==> src/rtl/gng_lzd_arb.sv <==
// Round-robin shared 48-bit leading-zero detector for the noise generator's log unit.
// Requests are arbitrated into a 2-stage pipeline that returns lz, normalized operand and owner ID.

module gng_lzd (
  input  logic [47:0] din,
  output logic [5:0]  lz
);

  logic [5:0]      grp_nz;
  logic [5:0][2:0] grp_lz;

  function automatic logic [2:0] lz8(input logic [7:0] b);
    logic [2:0] r;
    r = 3'd7;
    for (int i = 0; i < 8; i++) begin
      if (b[i]) r = 3'(7 - i);
    end
    return r;
  endfunction

  always_comb begin
    grp_nz = '0;
    grp_lz = '0;
    for (int g = 0; g < 6; g++) begin
      grp_nz[g] = |din[8*g +: 8];
      grp_lz[g] = lz8(din[8*g +: 8]);
    end
  end

  // Highest non-empty byte group wins; an all-zero operand reports 48.
  always_comb begin
    lz = 6'd48;
    for (int g = 0; g < 6; g++) begin
      if (grp_nz[g]) lz = 6'((5 - g) * 8) + {3'b000, grp_lz[g]};
    end
  end

endmodule

module gng_lzd_arb #(
  parameter int NREQ = 2,
  parameter int IDW  = 1
) (
  input  logic                   clk,
  input  logic                   rstn,
  input  logic [NREQ-1:0]        req_valid,
  input  logic [48*NREQ-1:0]     req_data,
  output logic [NREQ-1:0]        req_ready,
  output logic                   out_valid,
  input  logic                   out_ready,
  output logic [IDW-1:0]         out_id,
  output logic [5:0]             out_lz,
  output logic [47:0]            out_norm,
  output logic                   out_zero
);

  localparam int IDW_EXP = (NREQ > 2) ? $clog2(NREQ) : 1;

  if ((NREQ < 2) || (NREQ > 8)) begin : g_bad_nreq
    $error("gng_lzd_arb: NREQ=%0d is outside 2..8", NREQ);
  end
  if (IDW != IDW_EXP) begin : g_bad_idw
    $error("gng_lzd_arb: IDW=%0d but NREQ=%0d needs %0d", IDW, NREQ, IDW_EXP);
  end

  logic [IDW-1:0]  rr_ptr_q, rr_ptr_d;
  logic            s1_vld_q, s1_vld_d;
  logic [47:0]     s1_op_q, s1_op_d;
  logic [IDW-1:0]  s1_id_q, s1_id_d;
  logic            s2_vld_q, s2_vld_d;
  logic [IDW-1:0]  s2_id_q, s2_id_d;
  logic [5:0]      s2_lz_q, s2_lz_d;
  logic [47:0]     s2_norm_q, s2_norm_d;
  logic            s2_zero_q, s2_zero_d;

  logic            s1_adv, s2_adv;
  logic [NREQ-1:0] pick_hi, pick_lo, gnt;
  logic [IDW-1:0]  id_hi, id_lo, gnt_id;
  logic            hit_hi, hit_lo, accept;
  logic [47:0]     sel_op;
  logic [5:0]      s1_lz;
  logic [47:0]     s1_norm;

  assign s2_adv = ~s2_vld_q | out_ready;
  assign s1_adv = ~s1_vld_q | s2_adv;

  // Two priority scans: requesters at or above the pointer first, then wrap to the lowest index.
  always_comb begin
    pick_hi = '0;
    pick_lo = '0;
    id_hi   = '0;
    id_lo   = '0;
    hit_hi  = 1'b0;
    hit_lo  = 1'b0;
    for (int i = 0; i < NREQ; i++) begin
      if (req_valid[i] && !hit_lo) begin
        hit_lo     = 1'b1;
        pick_lo[i] = 1'b1;
        id_lo      = IDW'(i);
      end
      if (req_valid[i] && (IDW'(i) >= rr_ptr_q) && !hit_hi) begin
        hit_hi     = 1'b1;
        pick_hi[i] = 1'b1;
        id_hi      = IDW'(i);
      end
    end
    gnt    = hit_hi ? pick_hi : pick_lo;
    gnt_id = hit_hi ? id_hi : id_lo;
  end

  assign req_ready = (s1_adv && rstn) ? gnt : '0;
  assign accept    = |req_ready;

  always_comb begin
    sel_op = '0;
    for (int i = 0; i < NREQ; i++) begin
      if (req_ready[i]) sel_op = req_data[48*i +: 48];
    end
  end

  always_comb begin
    rr_ptr_d = rr_ptr_q;
    if (accept) rr_ptr_d = (gnt_id == IDW'(NREQ - 1)) ? '0 : gnt_id + IDW'(1);
  end

  // Stage S1: granted operand and owner.
  always_comb begin
    s1_vld_d = s1_vld_q;
    s1_op_d  = s1_op_q;
    s1_id_d  = s1_id_q;
    if (s1_adv) s1_vld_d = accept;
    if (accept) begin
      s1_op_d = sel_op;
      s1_id_d = gnt_id;
    end
  end

  gng_lzd u_lzd (
    .din (s1_op_q),
    .lz  (s1_lz)
  );

  assign s1_norm = s1_op_q << s1_lz;

  // Stage S2: result register feeding the output port.
  always_comb begin
    s2_vld_d  = s2_vld_q;
    s2_id_d   = s2_id_q;
    s2_lz_d   = s2_lz_q;
    s2_norm_d = s2_norm_q;
    s2_zero_d = s2_zero_q;
    if (s2_adv) s2_vld_d = s1_vld_q;
    if (s2_adv && s1_vld_q) begin
      s2_id_d   = s1_id_q;
      s2_lz_d   = s1_lz;
      s2_norm_d = s1_norm;
      s2_zero_d = (s1_lz == 6'd48);
    end
  end

  always_ff @(posedge clk) begin
    if (!rstn) begin
      rr_ptr_q <= '0;
      s1_vld_q <= 1'b0;
      s2_vld_q <= 1'b0;
    end else begin
      rr_ptr_q <= rr_ptr_d;
      s1_vld_q <= s1_vld_d;
      s2_vld_q <= s2_vld_d;
    end
  end

  always_ff @(posedge clk) begin
    s1_op_q   <= s1_op_d;
    s1_id_q   <= s1_id_d;
    s2_id_q   <= s2_id_d;
    s2_lz_q   <= s2_lz_d;
    s2_norm_q <= s2_norm_d;
    s2_zero_q <= s2_zero_d;
  end

  // Result fields read as zero whenever no result is held, so data flops need no reset.
  assign out_valid = s2_vld_q;
  assign out_id    = s2_vld_q ? s2_id_q : '0;
  assign out_lz    = s2_vld_q ? s2_lz_q : '0;
  assign out_norm  = s2_vld_q ? s2_norm_q : '0;
  assign out_zero  = s2_vld_q & s2_zero_q;

endmodule

==> config.mk <==
export PLATFORM = sky130hd
export DESIGN_NAME = gng_lzd_arb
export DESIGN_NICKNAME = d
export VERILOG_FILES = /design/src/rtl/gng_lzd_arb.sv
export SDC_FILE = /design/constraint.sdc
export NUM_CORES = 1
export LEC_CHECK = 0
export ABC_CLOCK_PERIOD_IN_PS = 4300
export CAP_MARGIN = 20
export CORE_AREA = 2 2 135 137
export DETAILED_ROUTE_END_ITERATION = 7
export DIE_AREA = 0 0 137 139
export PLACE_DENSITY = 0.69
export SETUP_SLACK_MARGIN = 0.2
export SLEW_MARGIN = 20
export SYNTH_ARGS = -nofsm -noshare
export SYNTH_HDL_FRONTEND = slang
export SYNTH_SLANG_ARGS = --single-unit
==> constraint.sdc <==
create_clock -name clk -period 4.3 [get_ports clk]
set_clock_uncertainty 0.1 [all_clocks]
set_input_delay 0.43 -clock clk [delete_from_list [all_inputs] [get_ports clk]]
set_output_delay 0.43 -clock clk [all_outputs]
set_load 0.01 [all_outputs]
-- After elaboration in Yosys (flattened, before gate mapping)
Index checks and enable logic that the tools add are counted.
- bits in writable memories: 0
- register bits: 108
- ROM bits: 0
- latch bits: 0
- output and inout port bits: 59
- memories: 0
- logic and storage cells: 101
- muxes and demuxes: 62
- bitwise logic cells: 5
- equality and inequality tests: 1
- reduce and logical (&&, ||, !) cells: 15
- order comparisons: 2
- add/subtract/negate cells: 6
- divide/modulo/power cells: 0
- shift operators: 1
- $mul: 0
- operators by type and width (operator ; number):
    2-to-1 mux 48 bit ; 3
    2-to-1 mux 3 bit ; 24
    OR reduction 8 bit ; 6
    left shift 48 x 6 -> 48 bit ; 1
    2-to-1 mux 6 bit ; 7
    2-to-1 mux 2 bit ; 14
    2-to-1 mux 1 bit ; 14
    adder 5 x 3 -> 6 bit (first input constant) ; 2
    adder 6 x 3 -> 6 bit (first input constant) ; 2
    equality test 6 bit (second input constant) ; 1
    logical AND 1 bit ; 6
    adder 4 x 3 -> 5 bit (first input constant) ; 1
    greater-or-equal comparator 1 bit (first input constant) ; 2
    zero test 1 bit ; 2
    NOT 1 bit ; 2
    OR 1 bit ; 2
    OR reduction 2 bit ; 1
    adder 1 bit (second input constant) ; 1
    AND 1 bit ; 1

-- Logic depth before layout (Yosys ltp)
Gate-level depths: netlist of the first run.
- word-level depth: 15
- mapped depth: 14

-- Cells and area by module
From an unflattened synthesis of the first run, not the netlist that was laid out.
- cell total of the unflattened synthesis: 652
- area total of the unflattened synthesis: 7905.1 um^2
- by module, submodules not included (module ; times used ; area each (um^2) ; cells each ; seq. area each (um^2)):
    gng_lzd_arb ; 1 ; 7392.1 ; 559 ; 3213.1
    gng_lzd ; 1 ; 513.0 ; 93 ; 0.0

-- Least setup slack after synthesis of the first run
No wires, ideal clock.
- kind: reg-to-reg
- start point: register s1_op_q[40]
- end point: register s2_norm_q[42], data pin
- slack: 0.623 ns
- setup time: 0.272 ns
- period minus slack after synthesis: 3.677 ns
- buffers on the path: 3
- data arrival time: 3.305 ns
- required time: 3.928 ns
- cell stages (with the launch flop): 14
- cells stage by stage: edfxtp_1 or4_1 buf_2 nor4_4 nand2_1 o311ai_2 nor2_2 buf_6 buf_2 nand3_1 o21ai_0 a32oi_1 a21oi_1 or4_1
- longest elaborated chain between the ends: 3
- ends and longest elaborated chain (what ; line ; text):
    from (decl) ; 68 ; logic [47:0] s1_op_q, s1_op_d;
    from (signal assigned) ; 174 ; s1_op_q <= s1_op_d;
    OR reduction 8 bit ; 25 ; grp_nz[g] = |din[8*g +: 8];
    2-to-1 mux 6 bit ; 34 ; if (grp_nz[g]) lz = 6'((5 - g) * 8) + {3'b000, grp_lz[g]};
    left shift 48 x 6 -> 48 bit * ; 143 ; assign s1_norm = s1_op_q << s1_lz;
    via s1_norm[42] ; 82 ; logic [47:0] s1_norm;
    to (signal assigned) ; 178 ; s2_norm_q <= s2_norm_d;
    to (decl) ; 73 ; logic [47:0] s2_norm_q, s2_norm_d;
The timed path passes the listed nets; every way through them passes the cells marked *.
A chain may end at the register's enable or synchronous reset.

-- Worst setup path in the final report of the first run
- start point: register s1_op_q[0]
- end point: register s2_norm_q[25], data pin
- longest elaborated chain between the ends: 8
- ends and longest elaborated chain (what ; line):
    OR reduction 8 bit ; 25
    2-to-1 mux 6 bit (6 in series) ; 34
    left shift 48 x 6 -> 48 bit * ; 143
Mark *: on every way between the ends. The rest lies on a longest branch, timed or not.

==> flow_metrics.env, run 1 <==
export IMPL_cts_clk_slew_worst_paths_ps=70
export IMPL_cts_sinks=108
export IMPL_cts_tree="yes"
export IMPL_period_share_pct=93.4
export IMPL_placed_area_um2=9630
export IMPL_vias=6717
export IMPL_synthToLayoutAreaGrowth_pct=31.3
export IMPL_grt_overflow=0
export IMPL_track_usage_pct=25.4
export IMPL_hpwl_mm=18.2
export IMPL_cap_violations=0
export IMPL_reg2reg_slack_ps=280
export IMPL_placedCellCount=1126
export IMPL_num_rows=49
export IMPL_crit_chain="or4_1, o211ai_1, nor3_1, a211o_1, a21oi_2, buf_12, mux2i_1, nor2_1, mux2_2, a22o_1, mux2_2"
export IMPL_drc_errors=0
export IMPL_stdcell_count=1142
export IMPL_io_pins=160
export IMPL_finalNetCount=1009
export IMPL_synth_top_family_by_area="compound AO/OA/AOI/OAI gates"
export IMPL_max_stage_delay_ps=580
export IMPL_p_leak_nw=3.86
export IMPL_min_period_ps=4020
export IMPL_insertion_delay_ps=360
export IMPL_tns_ps=0
export IMPL_hold_violations=0
export IMPL_grt_pass1_wl_mm=37.0
export IMPL_dieArea_um2=19000
export IMPL_h_tree_depth=3
export IMPL_critPathRequiredTime_ps=4320
export IMPL_cp_arrival_ps=4030
export IMPL_design_area_um2=9970
export IMPL_synth_compound_area_share_pct=20.7
export IMPL_cp_end_kind="register"
export IMPL_cpMaxStageDelayCell="or4_1"
export IMPL_tightest_slew_ps=812
export IMPL_relSlewSlack_pct=45.2
export IMPL_startpoint_type="register"
export IMPL_critical_path_most_common_cell="mux2_2"
export IMPL_vias_per_cell=5.88
export IMPL_setup_viol=0
export IMPL_powerDensity_nw_per_um2=323
export IMPL_async_flop_share_pct=0
export IMPL_ys_ff_latch=108
export IMPL_cts_hold_buffers_added=0
export IMPL_synthAdderAreaFrac_pct=0
export IMPL_grt_max_degree=59
export IMPL_layout_drive_gt1_share_pct=11.5
export IMPL_yosys_warnings=0
export IMPL_cts_resized=1
export IMPL_syn_inst=749
export IMPL_initial_utilization_pct=43.0
export IMPL_die_h_um=139
export IMPL_initialDrtViolationCount=708
export IMPL_syn_nets=850
export IMPL_wl_mm=23.6
export IMPL_synth_edf_count=105
export IMPL_io_buffers=159
export IMPL_ys_types=62
export IMPL_first_pass_iters=5
export IMPL_synthFlopType="edfxtp_1"
export IMPL_slew_viol_final=0
export IMPL_cts_buffers=9
export IMPL_grt_pass1_vias=6576
export IMPL_final_util_pct=56.5
export IMPL_cts_setup_buffers=0
export IMPL_synthSimpleGateAreaFrac_pct=15.9
export IMPL_ir_drop_mv=0.228
export IMPL_place_congestion=1.05
export IMPL_timing_hold_ws_ps=330
export IMPL_clk_path_buf_depth=2
export IMPL_die_w_um=137
export IMPL_synthesis_area_um2=7590
export IMPL_worstSetupPathType="register to register"
export IMPL_rsz0062_at_grt="false"
export IMPL_nFillCells=1599
export IMPL_coreArea_um2=17700
export IMPL_ant_nets=0
export IMPL_hold_path_class="register to register"
export IMPL_outcome="finished, final reports clean"
export IMPL_diodes=0
export IMPL_cts_root_buf="clkbuf_16"
export IMPL_synth_mux_area_share_pct=17.2
export IMPL_seq_area_frac_synth_pct=42.3
export IMPL_antenna_found_initial=0
export IMPL_synth_xor_area_share_pct=0
export IMPL_cp_max_fo=26
export IMPL_wl_per_cell_um=20.6
export IMPL_postSynthAreaPerCell_um2=10.1
export IMPL_fmax_ghz=0.249
layer usage:
metal	vias to the layer above	global-route usage (%)	wire length [um]
met5	-	0	0
li1	3216	-	-
met3	78	3.73	1480
met1	3081	33.3	9950
met2	342	39.2	10700
met4	0	15.6	1470
through the flow:
stage          setup WS [ps]  total power [mW]
3_5_place_dp             186              2.39
4_1_cts                  241              3.22
2_1_floorplan            623              1.98
3_3_place_gp             233              2.39
5_1_grt                  223              3.37
6_report                 283              3.23
kinds of logic after synthesis:
kind of cell	Yosys count
AOI/OAI and AO/OA	209
buffers and inverters	71
DFF	108
muxes	123
and+or+nand+nor	238
flip-flops by register name (all words and copies together) (netlist names):
register and cells:
s2_id_q 1, s1_vld_q 1, rr_ptr_q 1, s2_zero_q 1, s2_lz_q 6, s2_norm_q 48, s1_id_q 1, out_valid 1
s1_op_q 48
final timing paths:
| check | to | start | cells past startpoint |
|---|---|---|---|
| min | s2_id_q | s1_id_q | 0 |
| max | s2_norm_q[25] | s1_op_q[0] | 11 |
| min reg2reg | s2_id_q | s1_id_q | 0 |
| max reg2reg | s2_norm_q[25] | s1_op_q[0] | 11 |
placed cells by master, fill, tap and decap left out, drive strengths merged, types with 13 or more instances in the layout:
cell	count
nor2	59
o211ai	15
nor3	15
a22oi	13
inv	22
nand3	17
a22o	54
nand2	51
mux2i	100
edfxtp	105
clkdlybuf4s50	159
a21oi	34
buf	40
mux2	23
and2	61
final cells by class:
cell class              instances  area, um2  share of cell area [%]
flip-flops and latches        108       3210                    32.2
inverters                      20       77.6                   0.778
clock inverters                 7       72.6                   0.728
repair buffers                199       1940                    19.5
well taps                     229        287                    2.87
clock buffers                   9        225                    2.26
multi-input cells             570       4160                    41.7
critical path: cells and delay by family, from the launching register on:
kind / cells / cell delay [ps]
mux: 3 / 980
buf+inv: 1 / 240
compound gates: 4 / 1070
simple gates: 3 / 860
flops: 1 / 510
cells in the mapped netlist (3+ instances only):
cell type	count	area (um2)
a211o_1	4	35.0
a211oi_1	11	82.6
a21o_1	7	52.6
a21oi_1	33	165
a221oi_1	3	26.3
a22o_1	54	473
a22oi_1	13	97.6
a311oi_1	3	26.3
a31oi_1	6	37.5
and2_1	61	382
and3_1	4	25.0
buf_1	3	11.3
buf_2	6	30.0
buf_6	3	33.8
clkbuf_1	38	143
dfxtp_1	3	60.1
edfxtp_1	105	3150
inv_1	16	60.1
inv_2	3	11.3
mux2_2	23	259
mux2i_1	93	931
mux2i_2	5	68.8
nand2_1	51	191
nand2b_1	3	18.8
nand3_1	17	85.1
nor2_1	57	214
nor2b_1	5	31.3
nor3_1	15	75.1
nor4_1	10	62.6
o211ai_1	15	113
o21a_1	4	30.0
o21ai_0	10	50.1
o21bai_1	3	22.5
o22ai_1	8	50.1
o311ai_0	3	26.3
o31ai_1	6	45.0
or4_1	7	52.6
report_power, final:
| part | internal (mW) | switching, mW | leakage (nW) | total [mW] |
|---|---|---|---|---|
| clock network | 0.455 | 0.376 | 0.146 | 0.831 |
| logic | 0.467 | 0.576 | 2.68 | 1.04 |
| registers | 1.28 | 0.0702 | 1.03 | 1.35 |
| total | 2.20 | 1.02 | 3.86 | 3.23 |
No activity file was read; power rests on OpenSTA's default activity.
==> run 2, diff against run 1 <==
CORE_AREA = 2 2 133 135   (was 2 2 135 137)
DIE_AREA = 0 0 135 137   (was 0 0 137 139)
PLACE_DENSITY = 0.71   (was 0.69)
==> run 2 against run 1 <==
Effect of this change:
- global-route usage down 0.46 points
- setup slack worse by 40 ps
- flip-flop and latch count unchanged
- sequential share of layout area about the same
- design area about the same
- first-iteration DRC count down 21%
- worst hold slack worse by 5.3 ps
- final cell count grew 0.35%
- clock power fell by 11%
- largest cell class unchanged
- wire length down 3.2%
==> flow_metrics.env, run 2 (synthesis gave the netlist of run 1 again) <==
export IMPL_outcome="finished, final reports clean"
export IMPL_setup_ws_ps=244
export IMPL_ant_nets=0
export IMPL_insertion_delay_ps=360
export IMPL_io_pins=160
export IMPL_pwr_share_clk_pct=23.7
export IMPL_initialDrtViolationCount=562
export IMPL_drc_errors=0
export IMPL_wl_per_cell_um=19.9
export IMPL_tns_ps=0
export IMPL_setup_viol=0
export IMPL_ir_drop_mv=0.187
export IMPL_rsz0062_at_grt="true"
export IMPL_hold_violations=0
export IMPL_fmax_ghz=0.247
export IMPL_cts_clk_slew_worst_paths_ps=70
export IMPL_critPathRequiredTime_ps=4300
export IMPL_layout_drive_gt1_share_pct=11.9
export IMPL_place_congestion=1.05
export IMPL_cts_tree="yes"
export IMPL_worstSetupPathType="register to register"
export IMPL_p_sw_share_pct=31.7
export IMPL_grt_pass1_vias=6267
export IMPL_initial_utilization_pct=44.5
export IMPL_die_h_um=137
export IMPL_io_buffers=159
export IMPL_hold_path_class="register to register"
export IMPL_finalNetCount=1017
export IMPL_cellInternalPower_mw=2.14
export IMPL_die_w_um=135
export IMPL_vias=6669
export IMPL_layout_common_cells="clkdlybuf4s50_1 (159), edfxtp_1 (105), mux2i_1 (88)"
export IMPL_startpoint_type="register"
export IMPL_vias_per_cell=5.82
export IMPL_clk_path_buf_depth=2
export IMPL_pre_cts_ws_ps=131
export IMPL_hpwl_mm=17.7
export IMPL_seqPwrFrac_pct=42.9
export IMPL_cap_violations=0
export IMPL_grt_max_degree=59
export IMPL_antenna_found_initial=0
export IMPL_final_common_cell="clkdlybuf4s50_1"
export IMPL_first_pass_iters=5
export IMPL_cts_sinks=108
export IMPL_relSlewSlack_pct=44.0
export IMPL_tightest_slew_ps=817
export IMPL_num_rows=48
export IMPL_cts_root_buf="clkbuf_16"
export IMPL_wl_mm=22.8
export IMPL_diodes=0
export IMPL_coreArea_um2=17100
export IMPL_top_regs="s1_op_q x48, s2_norm_q x48, s2_lz_q x6"
export IMPL_synthToLayoutAreaGrowth_pct=31.2
export IMPL_period_share_pct=94.3
export IMPL_cp_arrival_ps=4050
export IMPL_dieArea_um2=18500
export IMPL_track_usage_pct=24.9
export IMPL_slew_viol_final=0
export IMPL_h_tree_depth=3
export IMPL_grt_pass1_wl_mm=34.9
export IMPL_combPwrFrac_pct=33.4
export IMPL_min_period_ps=4060
export IMPL_p_leak_nw=3.86
export IMPL_switchingPower_mw=0.994
export IMPL_powerDensity_nw_per_um2=315
export IMPL_cp_max_fo=7
export IMPL_cp_end_kind="register"
export IMPL_cts_buffers=9
export IMPL_grt_overflow=0
[run 2: area by class of cell]
| type | instances | area, um2 |
|---|---|---|
| Multi-Input combinational cell | 570 | 4140 |
| Clock buffer | 11 | 233 |
| Tap cell | 225 | 282 |
| Inverter | 20 | 75.1 |
| Timing Repair Buffer | 207 | 1990 |
| Fill cell | 1567 | 7090 |
| Sequential cell | 108 | 3210 |
| Clock inverter | 5 | 28.8 |
[run 2: power by group through the flow]
stage | Clock (mW) | Sequential [mW] | Combinational (mW)
after floorplan | 0 | 1.35 | 0.629
after global placement | 0 | 1.37 | 1.01
after detailed placement | 0 | 1.37 | 1.01
after CTS | 0.762 | 1.34 | 1.02
after global routing | 0.794 | 1.36 | 1.12
final | 0.743 | 1.35 | 1.05
[run 2: routing by layer]
layer  track usage, %  share of wire [%]
met1             31.8                 43
met2             40.5                 47
met3             3.52                5.1
met4             14.5                5.0
met5                0                  0
[run 2: critical path: stages, from the launching register on]
cell and delay [ps]:
edfxtp_1 450, or4_4 620, nor4_4 350, nand2_1 140, o311ai_2 400, nor2_4 120
buf_4 190, mux2i_1 280, mux2i_1 270, mux2i_4 250, nor3_1 110, or4_1 520
[run 2: path summary, 6_finish.rpt]
path         slack (ps)  cells past startpoint       endpoint        start
min                 320                      0        s2_id_q      s1_id_q
max reg2reg         240                     11  s2_norm_q[42]  s1_op_q[40]
min reg2reg         320                      0        s2_id_q      s1_id_q
max                 240                     11  s2_norm_q[42]  s1_op_q[40]
[run 2: stage by stage]
| step | hold WS [ps] | utilization [%] | instances | instance area, um2 | power, mW |
|---|---|---|---|---|---|
| global placement | 302 | 56.6 | 1127 | 9650 | 2.38 |
| CTS | 328 | 58.3 | 1146 | 9940 | 3.13 |
| detailed placement | 311 | 56.6 | 1127 | 9650 | 2.38 |
| global route | 329 | 58.4 | 1146 | 9960 | 3.27 |
| floorplan | 300 | - | 749 | 7590 | 1.98 |
| finish | 325 | 58.4 | 1146 | 9960 | 3.14 |
[run 2: what timing repair did]
action,4_1_cts,5_1_grt
setup endpoints to repair,7,21
gates resized for setup,1,6
hold buffers,0,0
pin swaps,1,1
buffers inserted,3,0
